===== src/rtl/div_pkg.sv =====
// Shared definitions for the sequential restoring divider.
package div_pkg;

   typedef enum logic [1:0] {
      IDLE = 2'd0,
      RUN  = 2'd1,
      DONE = 2'd2
   } state_t;

   // Default operand width and its matching iteration-counter width
   localparam int DIV_N = 32;
   localparam int CNT_W = $clog2(DIV_N);

   // Operation select codes understood by the alu
   localparam logic [1:0] ALU_ADD = 2'd0;
   localparam logic [1:0] ALU_SUB = 2'd1;
   localparam logic [1:0] ALU_AND = 2'd2;
   localparam logic [1:0] ALU_OR  = 2'd3;

   // Counter width for an arbitrary operand width; never narrower than one bit
   function automatic int cnt_width(input int n);
      return (n > 1) ? $clog2(n) : 1;
   endfunction

endpackage


===== src/rtl/alu.sv =====
// Small combinational ALU. For subtraction, C is the borrow (A < B).
module alu
   import div_pkg::*;
#(
   parameter int N = 32
) (
   input  logic [N-1:0] A,
   input  logic [N-1:0] B,
   input  logic [1:0]   aluFunc,
   output logic [N-1:0] Y,
   output logic         C
);

   logic [N:0] ext;

   // One extra result bit carries the add carry-out or the subtract borrow
   always_comb begin
      ext = '0;
      case (aluFunc)
         ALU_ADD: ext = {1'b0, A} + {1'b0, B};
         ALU_SUB: ext = {1'b0, A} - {1'b0, B};
         ALU_AND: ext = {1'b0, A & B};
         default: ext = {1'b0, A | B};
      endcase
   end

   assign Y = ext[N-1:0];
   assign C = ext[N];

endmodule


===== src/rtl/div_unit.sv =====
// Sequential unsigned divider, one restoring step per clock.
//
// state | meaning
// IDLE  | waiting for start; results from the last operation held
// RUN   | one quotient bit produced per cycle, N cycles total
// DONE  | results valid, done pulses for one cycle
module div_unit
   import div_pkg::*;
#(
   parameter int N = 32
) (
   input  logic         clk,
   input  logic         rst,
   input  logic         start,
   input  logic [N-1:0] a,
   input  logic [N-1:0] b,
   output logic         busy,
   output logic         done,
   output logic [N-1:0] quotient,
   output logic [N-1:0] remainder,
   output logic         Z,
   output logic         dbz
);

   localparam int CW = cnt_width(N);

   state_t         state_q, state_d;
   logic [N-1:0]   dvd_q, dvd_d;
   logic [N-1:0]   dvs_q, dvs_d;
   logic [N-1:0]   r_q, r_d;
   logic [CW-1:0]  cnt_q, cnt_d;
   logic [N-1:0]   quot_q, quot_d;
   logic [N-1:0]   rem_q, rem_d;
   logic           z_q, z_d;
   logic           dbz_q, dbz_d;

   logic [N:0]     p;
   logic [N:0]     alu_y;
   logic           alu_c;
   logic [N:0]     r_full;

   // Trial subtraction of the divisor from the shifted partial remainder
   assign p = {r_q, dvd_q[N-1]};

   alu #(.N(N + 1)) u_alu (
      .A       (p),
      .B       ({1'b0, dvs_q}),
      .aluFunc (ALU_SUB),
      .Y       (alu_y),
      .C       (alu_c)
   );

   // On borrow keep P; P[N] can only be set when the subtraction succeeds,
   // so r_full[N] is always zero and the low N bits are the new remainder.
   assign r_full = alu_c ? p : alu_y;

   // Next-state and datapath update
   always_comb begin
      state_d = state_q;
      dvd_d   = dvd_q;
      dvs_d   = dvs_q;
      r_d     = r_q;
      cnt_d   = cnt_q;
      quot_d  = quot_q;
      rem_d   = rem_q;
      z_d     = z_q;
      dbz_d   = dbz_q;
      case (state_q)
         IDLE: begin
            if (start) begin
               if (b != '0) begin
                  dvd_d   = a;
                  dvs_d   = b;
                  r_d     = '0;
                  cnt_d   = CW'(N - 1);
                  dbz_d   = 1'b0;
                  state_d = RUN;
               end else begin
                  quot_d  = '1;
                  rem_d   = a;
                  z_d     = (a == '0);
                  dbz_d   = 1'b1;
                  state_d = DONE;
               end
            end
         end
         RUN: begin
            r_d   = r_full[N-1:0];
            dvd_d = {dvd_q[N-2:0], ~alu_c};
            cnt_d = cnt_q - CW'(1);
            if (cnt_q == '0) begin
               quot_d  = {dvd_q[N-2:0], ~alu_c};
               rem_d   = r_full[N-1:0];
               z_d     = (r_full == '0);
               state_d = DONE;
            end
         end
         DONE:    state_d = IDLE;
         default: state_d = IDLE;
      endcase
   end

   // State and datapath registers
   always_ff @(posedge clk or posedge rst) begin
      if (rst) begin
         state_q <= IDLE;
         dvd_q   <= '0;
         dvs_q   <= '0;
         r_q     <= '0;
         cnt_q   <= '0;
         quot_q  <= '0;
         rem_q   <= '0;
         z_q     <= 1'b0;
         dbz_q   <= 1'b0;
      end else begin
         state_q <= state_d;
         dvd_q   <= dvd_d;
         dvs_q   <= dvs_d;
         r_q     <= r_d;
         cnt_q   <= cnt_d;
         quot_q  <= quot_d;
         rem_q   <= rem_d;
         z_q     <= z_d;
         dbz_q   <= dbz_d;
      end
   end

   assign busy      = (state_q == RUN);
   assign done      = (state_q == DONE);
   assign quotient  = quot_q;
   assign remainder = rem_q;
   assign Z         = z_q;
   assign dbz       = dbz_q;

endmodule


===== config.mk =====
export PLATFORM = sky130hd
export DESIGN_NAME = div_unit
export DESIGN_NICKNAME = d
export VERILOG_FILES = /design/src/rtl/div_pkg.sv /design/src/rtl/alu.sv /design/src/rtl/div_unit.sv
export SDC_FILE = /design/constraint.sdc
export NUM_CORES = 1
export LEC_CHECK = 0
export CAP_MARGIN = 20
export CELL_PAD_IN_SITES_DETAIL_PLACEMENT = 1
export CELL_PAD_IN_SITES_GLOBAL_PLACEMENT = 1
export CORE_MARGIN = 5
export CORE_UTILIZATION = 46
export CTS_BUF_LIST = sky130_fd_sc_hd__clkbuf_4 sky130_fd_sc_hd__clkbuf_8
export DETAILED_ROUTE_END_ITERATION = 10
export GPL_ROUTABILITY_DRIVEN = 0
export PLACE_DENSITY_LB_ADDON = 0.2
export SLEW_MARGIN = 20
export SYNTH_ARGS = -nofsm -noshare
export SYNTH_HDL_FRONTEND = slang
export SYNTH_SLANG_ARGS = --single-unit

===== constraint.sdc =====
create_clock -name clk -period 13.07 [get_ports clk]
set_clock_uncertainty 0.2 [all_clocks]
set_input_delay 3.921 -clock clk [delete_from_list [all_inputs] [get_ports clk]]
set_output_delay 3.921 -clock clk [all_outputs]
set_load 0.01 [all_outputs]

==> results_dict.tcl, run 1 <==
set metrics [dict create \
    fin_crit_ns 6.949 \
    syn_area_per_cell_um2 8.925 \
    fmax_mhz 143.9 \
    initial_core_util_pct 46.90 \
    crit_type "reg2out" \
    ys_seq_area_share_pct 46.18 \
    track_usage_pct 26.60 \
    crit_path_start_kind "flip-flop" \
    io_buffer_count 134 \
    overflow 0 \
    tightest_slew_ns 0.9448 \
    routed_via_density 5.876 \
    r2r_slack_ns 8.57 \
    synth_top_area_share_pct 46.18 \
    clk_latency_ns 0.47 \
    rows 51 \
    post_cts_resize_count 0 \
    final.fill_count 2279 \
    final_nets 1234 \
    tns_ns 0 \
    postRouteAntennaNets 0 \
    cts_hold_buffers 0 \
    synth_area_leaders "dfrtp_1 46%, nand2_1 7.7%, ha_1 4.6%" \
    clkTransAtPathRegs_ns 0.10 \
    core_area_um2 19530 \
    finalSetupViolations 0 \
    synth.distinct_cells 66 \
    cts_htree_levels 4 \
    synth_edf_count 0 \
    cts_tree "built" \
    cts_setup_buffers 0 \
    status "finished, final reports clean" \
    cp_max_fo 68 \
    cts-root-buf "clkbuf_8" \
    endpoint_kind "primary output" \
    dieArea_um2 22830 \
    numCtsBuffers 17 \
    crit_required_ns 8.95 \
    synth-seq-cells 169 \
    finalCritPeriodShare_pct 53.17 \
    cts.sinks 169 \
    post-route-drc-count 0 \
    fp.dieW_um 151.1 \
    hold_viol_final 0 \
    avgRoutedWirePerCell_um 21.14 \
    relSlewSlack_pct 37.01 \
    yosys.area.top_type "dfrtp_1" \
    grt_max_degree 98 \
    dpl.hpwl_um 21860 \
    syn-num-nets 1128 \
    synth_area_um2 9158 \
    ys_async_sr_fraction_pct 100.0 \
    ys_warn_count 0 \
    syn_to_final_growth_pct 21.67 \
    rsz0062_at_grt "no" \
    drive_above_1_share_pct 6.026 \
    wl_um 29820 \
    timing.max_cap.violations 0 \
    grt_first_pass_wirelength_um 47090 \
    antenna_found_initial 0 \
    syn_inst 1026 \
    synth_ff_type "dfrtp_1" \
    io_pins 135 \
    drtIter0Drc 539 \
    crit_arrival_ns 2.83 \
    hold_class "reg2reg" \
    grt_pass1_vias 8492 \
    final_cell_mix "189 x nand2_1, 169 x dfrtp_1, 134 x clkdlybuf4s50_1" \
    final_common_cell "nand2_1" \
    die_y_um 151.1 \
    vias 8291 \
    clockBufferDepth 2 \
    report.final.slew_viol_count 0 \
    firstDrtPassIters 5 \
]
==> layer usage <==
layer  part of all wire (%)  routed length (µm)  GRT usage (%)
met4                    1.5                 456          5.666
met3                    4.6                1373          4.548
met5                      0                   0              0
met1                     44               13050          35.40
met2                     50               14950          45.79
==> stage by stage <==
step           setup slack [ns]  util [%]  std cells  instance area, µm²  hold WS (ns)
2_1_floorplan             4.374         -       1026                9158        0.2721
3_3_place_gp              5.328     54.88       1377               10720        0.2744
3_5_place_dp              5.166     54.88       1377               10720        0.2910
4_1_cts                   5.656     56.91       1409               11110        0.3144
5_1_grt                   5.949     57.05       1410               11140        0.3333
6_report                  6.121     57.06       1411               11140        0.3124
==> sequential cells by signal (all words and copies together) (netlist names) <==
signal	flops
Z	1
cnt_q	5
dbz	1
dvd_q	32
dvs_q	32
quotient	32
r_q	32
remainder	32
state_q	2
==> cells in the mapped netlist (3+ instances only) <==
master     instances
nand2_1          189
dfrtp_1          169
nor2_1            76
a21oi_1           63
o21ai_0           55
clkbuf_1          51
inv_1             50
o22a_1            48
a31oi_1           35
ha_1              34
a21o_1            27
nor3_1            18
nor4_1            18
xnor2_1           16
o21ai_1           15
nand4_1           14
o21a_1            11
nand3_1           10
xor2_1            10
o211ai_1           9
mux2_2             8
o21bai_1           7
or4_1              7
mux2i_1            6
a211oi_1           5
a22oi_1            5
nor2b_1            5
o22ai_1            5
or3_1              5
a2111oi_0          3
and2_1             3
and3_1             3
buf_1              3
buf_2              3
nand2b_1           3
o31ai_1            3
==> kinds of logic (layout without fill, tap and decap cells) <==
family          Yosys count  after routing  synth area share, %
buf+inv                 109            228                4.591
other cells               0              1                    0
fa+ha+maj                35             35                4.864
xor+xnor                 26             26                2.487
simple gates            360            360                17.28
mux                      14             14                1.640
flops                   169            169                46.18
compound gates          313            313                22.95
==> layout make-up <==
type / instances / area (µm²) / area share, %
antenna: 1 / 2.502 / 0.02246
clock buffer: 18 / 247.7 / 2.223
clock inverter: 14 / 147.6 / 1.325
inverter: 51 / 196.4 / 1.763
multi-input combinational: 748 / 4543 / 40.78
sequential: 169 / 4229 / 37.96
tap: 265 / 331.6 / 2.976
timing repair buffer: 145 / 1444 / 12.96
==> final timing paths <==
path                          startpoint             to  cells after the start
max                           state_q[1]           busy                      5
min                        remainder[20]  remainder[20]                      1
max reg2reg                    dvd_q[31]              Z                     14
min reg2reg                remainder[20]  remainder[20]                      1
max in group asynchronous            rst        r_q[19]                      3
min in group asynchronous            rst   quotient[26]                      2
==> worst max-delay path: stages (launching register included) <==
cell	delay (ns)
dfrtp_1	0.49
nand2b_2	0.21
buf_4	0.33
inv_2	0.11
buf_4	0.52
clkdlybuf4s50_1	0.66
Power of run 1 is left out: the tool's default activity adds up to more than one toggle a clock period on the data nets, which glitch-free logic cannot reach.
==> inputs of run 2 (changes only) <==
--- a/config.mk
+++ b/config.mk
@@ -9,7 +9,7 @@
 export CELL_PAD_IN_SITES_DETAIL_PLACEMENT = 1
 export CELL_PAD_IN_SITES_GLOBAL_PLACEMENT = 1
 export CORE_MARGIN = 5
-export CORE_UTILIZATION = 46
+export CORE_UTILIZATION = 39
 export CTS_BUF_LIST = sky130_fd_sc_hd__clkbuf_4 sky130_fd_sc_hd__clkbuf_8
 export DETAILED_ROUTE_END_ITERATION = 10
 export GPL_ROUTABILITY_DRIVEN = 0
==> constraint.sdc (replaced) <==
create_clock -name clk -period 5.7 [get_ports clk]
set_clock_uncertainty 0.2 [all_clocks]
set_input_delay 1.71 -clock clk [delete_from_list [all_inputs] [get_ports clk]]
set_output_delay 1.71 -clock clk [all_outputs]
set_load 0.01 [all_outputs]
==> results_dict.tcl, run 2 (same netlist as run 1, synthesis figures left out) <==
set metrics [dict create \
    finalSetupViolations 0 \
    r2r_cells 13 \
    die_y_um 163.2 \
    final_nets 1234 \
    hold_depth 1 \
    postRouteAntennaNets 0 \
    fin_crit_ns 4.594 \
    fmax_mhz 217.7 \
    busiest_layer "met2" \
    io_buffer_count 134 \
    final_common_cell "nand2_1" \
    clkTransAtPathRegs_ns 0.12 \
    cts.sinks 169 \
    drive_above_1_share_pct 6.026 \
    initial_core_util_pct 39.37 \
    met2_usage_pct 38.55 \
    hold_viol_final 0 \
    place_ws_ns 0.8969 \
    design_area_um2 11270 \
    clk_latency_ns 0.47 \
    use_met1_pct 30.63 \
    cts_setup_buffers 0 \
    grt_pass1_vias 8514 \
    rsz0062_at_grt "no" \
    placedCellCount 1432 \
    antenna_found_initial 0 \
    track_usage_pct 22.53 \
    numCtsBuffers 17 \
    cp_max_fo 24 \
    dpl.hpwl_um 22060 \
    num_antenna_cells 0 \
    timing.rr.end "remainder[10]" \
    overflow 0 \
    fin_cells 1464 \
    timing.max_cap.violations 0 \
    tns_ns 0 \
    report.final.slew_viol_count 0 \
    vias 8169 \
    cts-root-buf "clkbuf_8" \
    reg2reg_from "dvd_q[31]" \
    hold_start "remainder[3]" \
    clockBufferDepth 2 \
    crit_arrival_ns 4.77 \
    finalCritPeriodShare_pct 80.60 \
    avgRoutedWirePerCell_um 20.09 \
    cts_hold_buffers 0 \
    cts_tree "built" \
    core_area_um2 23260 \
    post-route-drc-count 0 \
    firstDrtPassIters 5 \
    rows 56 \
    fin_ws_ns 1.106 \
    endpoint_kind "flip-flop" \
    grt_max_degree 131 \
    cts_htree_levels 4 \
    wl_um 29420 \
    fp.dieW_um 163.2 \
    routed_via_density 5.580 \
    min_to "remainder[3]" \
    placedInstanceArea_um2 10820 \
    grt_first_pass_wirelength_um 47510 \
    final_cell_mix "189 x nand2_1, 169 x dfrtp_1, 134 x clkdlybuf4s50_1" \
    use_met3_pct 3.003 \
    drtIter0Drc 512 \
    r2r_slack_ns 1.11 \
    post_cts_resize_count 0 \
    io_pins 135 \
    crit_path_start_kind "flip-flop" \
    status "finished, final reports clean" \
    crit_type "reg2reg" \
    hold_class "reg2reg" \
    relSlewSlack_pct 43.76 \
    syn_to_final_growth_pct 23.04 \
    tightest_slew_ns 0.8223 \
    crit_required_ns 5.87 \
    dieArea_um2 26650 \
]
run 2: worst max path at each step:
| stage | startpoint | endpoint | slack [ns] | cells after the start |
|---|---|---|---|---|
| 2_1_floorplan | rst | Z | 1.64 | 1 |
| 3_3_place_gp | b[7] | dvs_q[0] | 0.88 | 8 |
| 3_5_place_dp | b[7] | dvs_q[0] | 0.90 | 8 |
| 4_1_cts | dvd_q[31] | Z | 1.12 | 14 |
| 5_1_grt | dvd_q[31] | Z | 0.70 | 12 |
| 6_report | dvd_q[31] | remainder[10] | 1.11 | 13 |
run 2: routing by layer:
| layer | vias up | share of wire, % |
|---|---|---|
| met3 | 26 | 3.8 |
| met4 | 0 | 1.3 |
| met1 | 4123 | 45 |
| met5 | - | 0 |
| li1 | 3869 | - |
| met2 | 151 | 50 |
run 2: area by class of cell:
| cell class | instances | area (µm²) |
|---|---|---|
| timing repair buffer | 145 | 1449 |
| clock inverter | 15 | 217.7 |
| tap | 319 | 399.1 |
| inverter | 51 | 195.2 |
| sequential | 169 | 4229 |
| multi-input combinational | 748 | 4543 |
| fill | 2737 | 12000 |
| clock buffer | 17 | 234.0 |
run 2: per-stage QoR:
stage | utilization [%] | hold WS, ns
CTS | 48.43 | 0.3078
detailed placement | 46.49 | 0.2788
finish | 48.43 | 0.3025
global route | 48.43 | 0.3417
floorplan | - | 0.2721
global placement | 46.49 | 0.2777
run 2: worst max-delay path: stages (launching register included):
cell and delay, ns:
dfrtp_1 0.53, inv_1 0.09, ha_1 0.22, nor2b_1 0.17, o2111ai_1 0.23, a211oi_1 0.43, o21ai_1 0.23, a311oi_1 0.48
or2_1 0.72, buf_4 0.35, mux2_2 0.37, nand2_1 0.14, nand2_1 0.08, mux2_2 0.27
Power of run 2 is left out for the same reason.
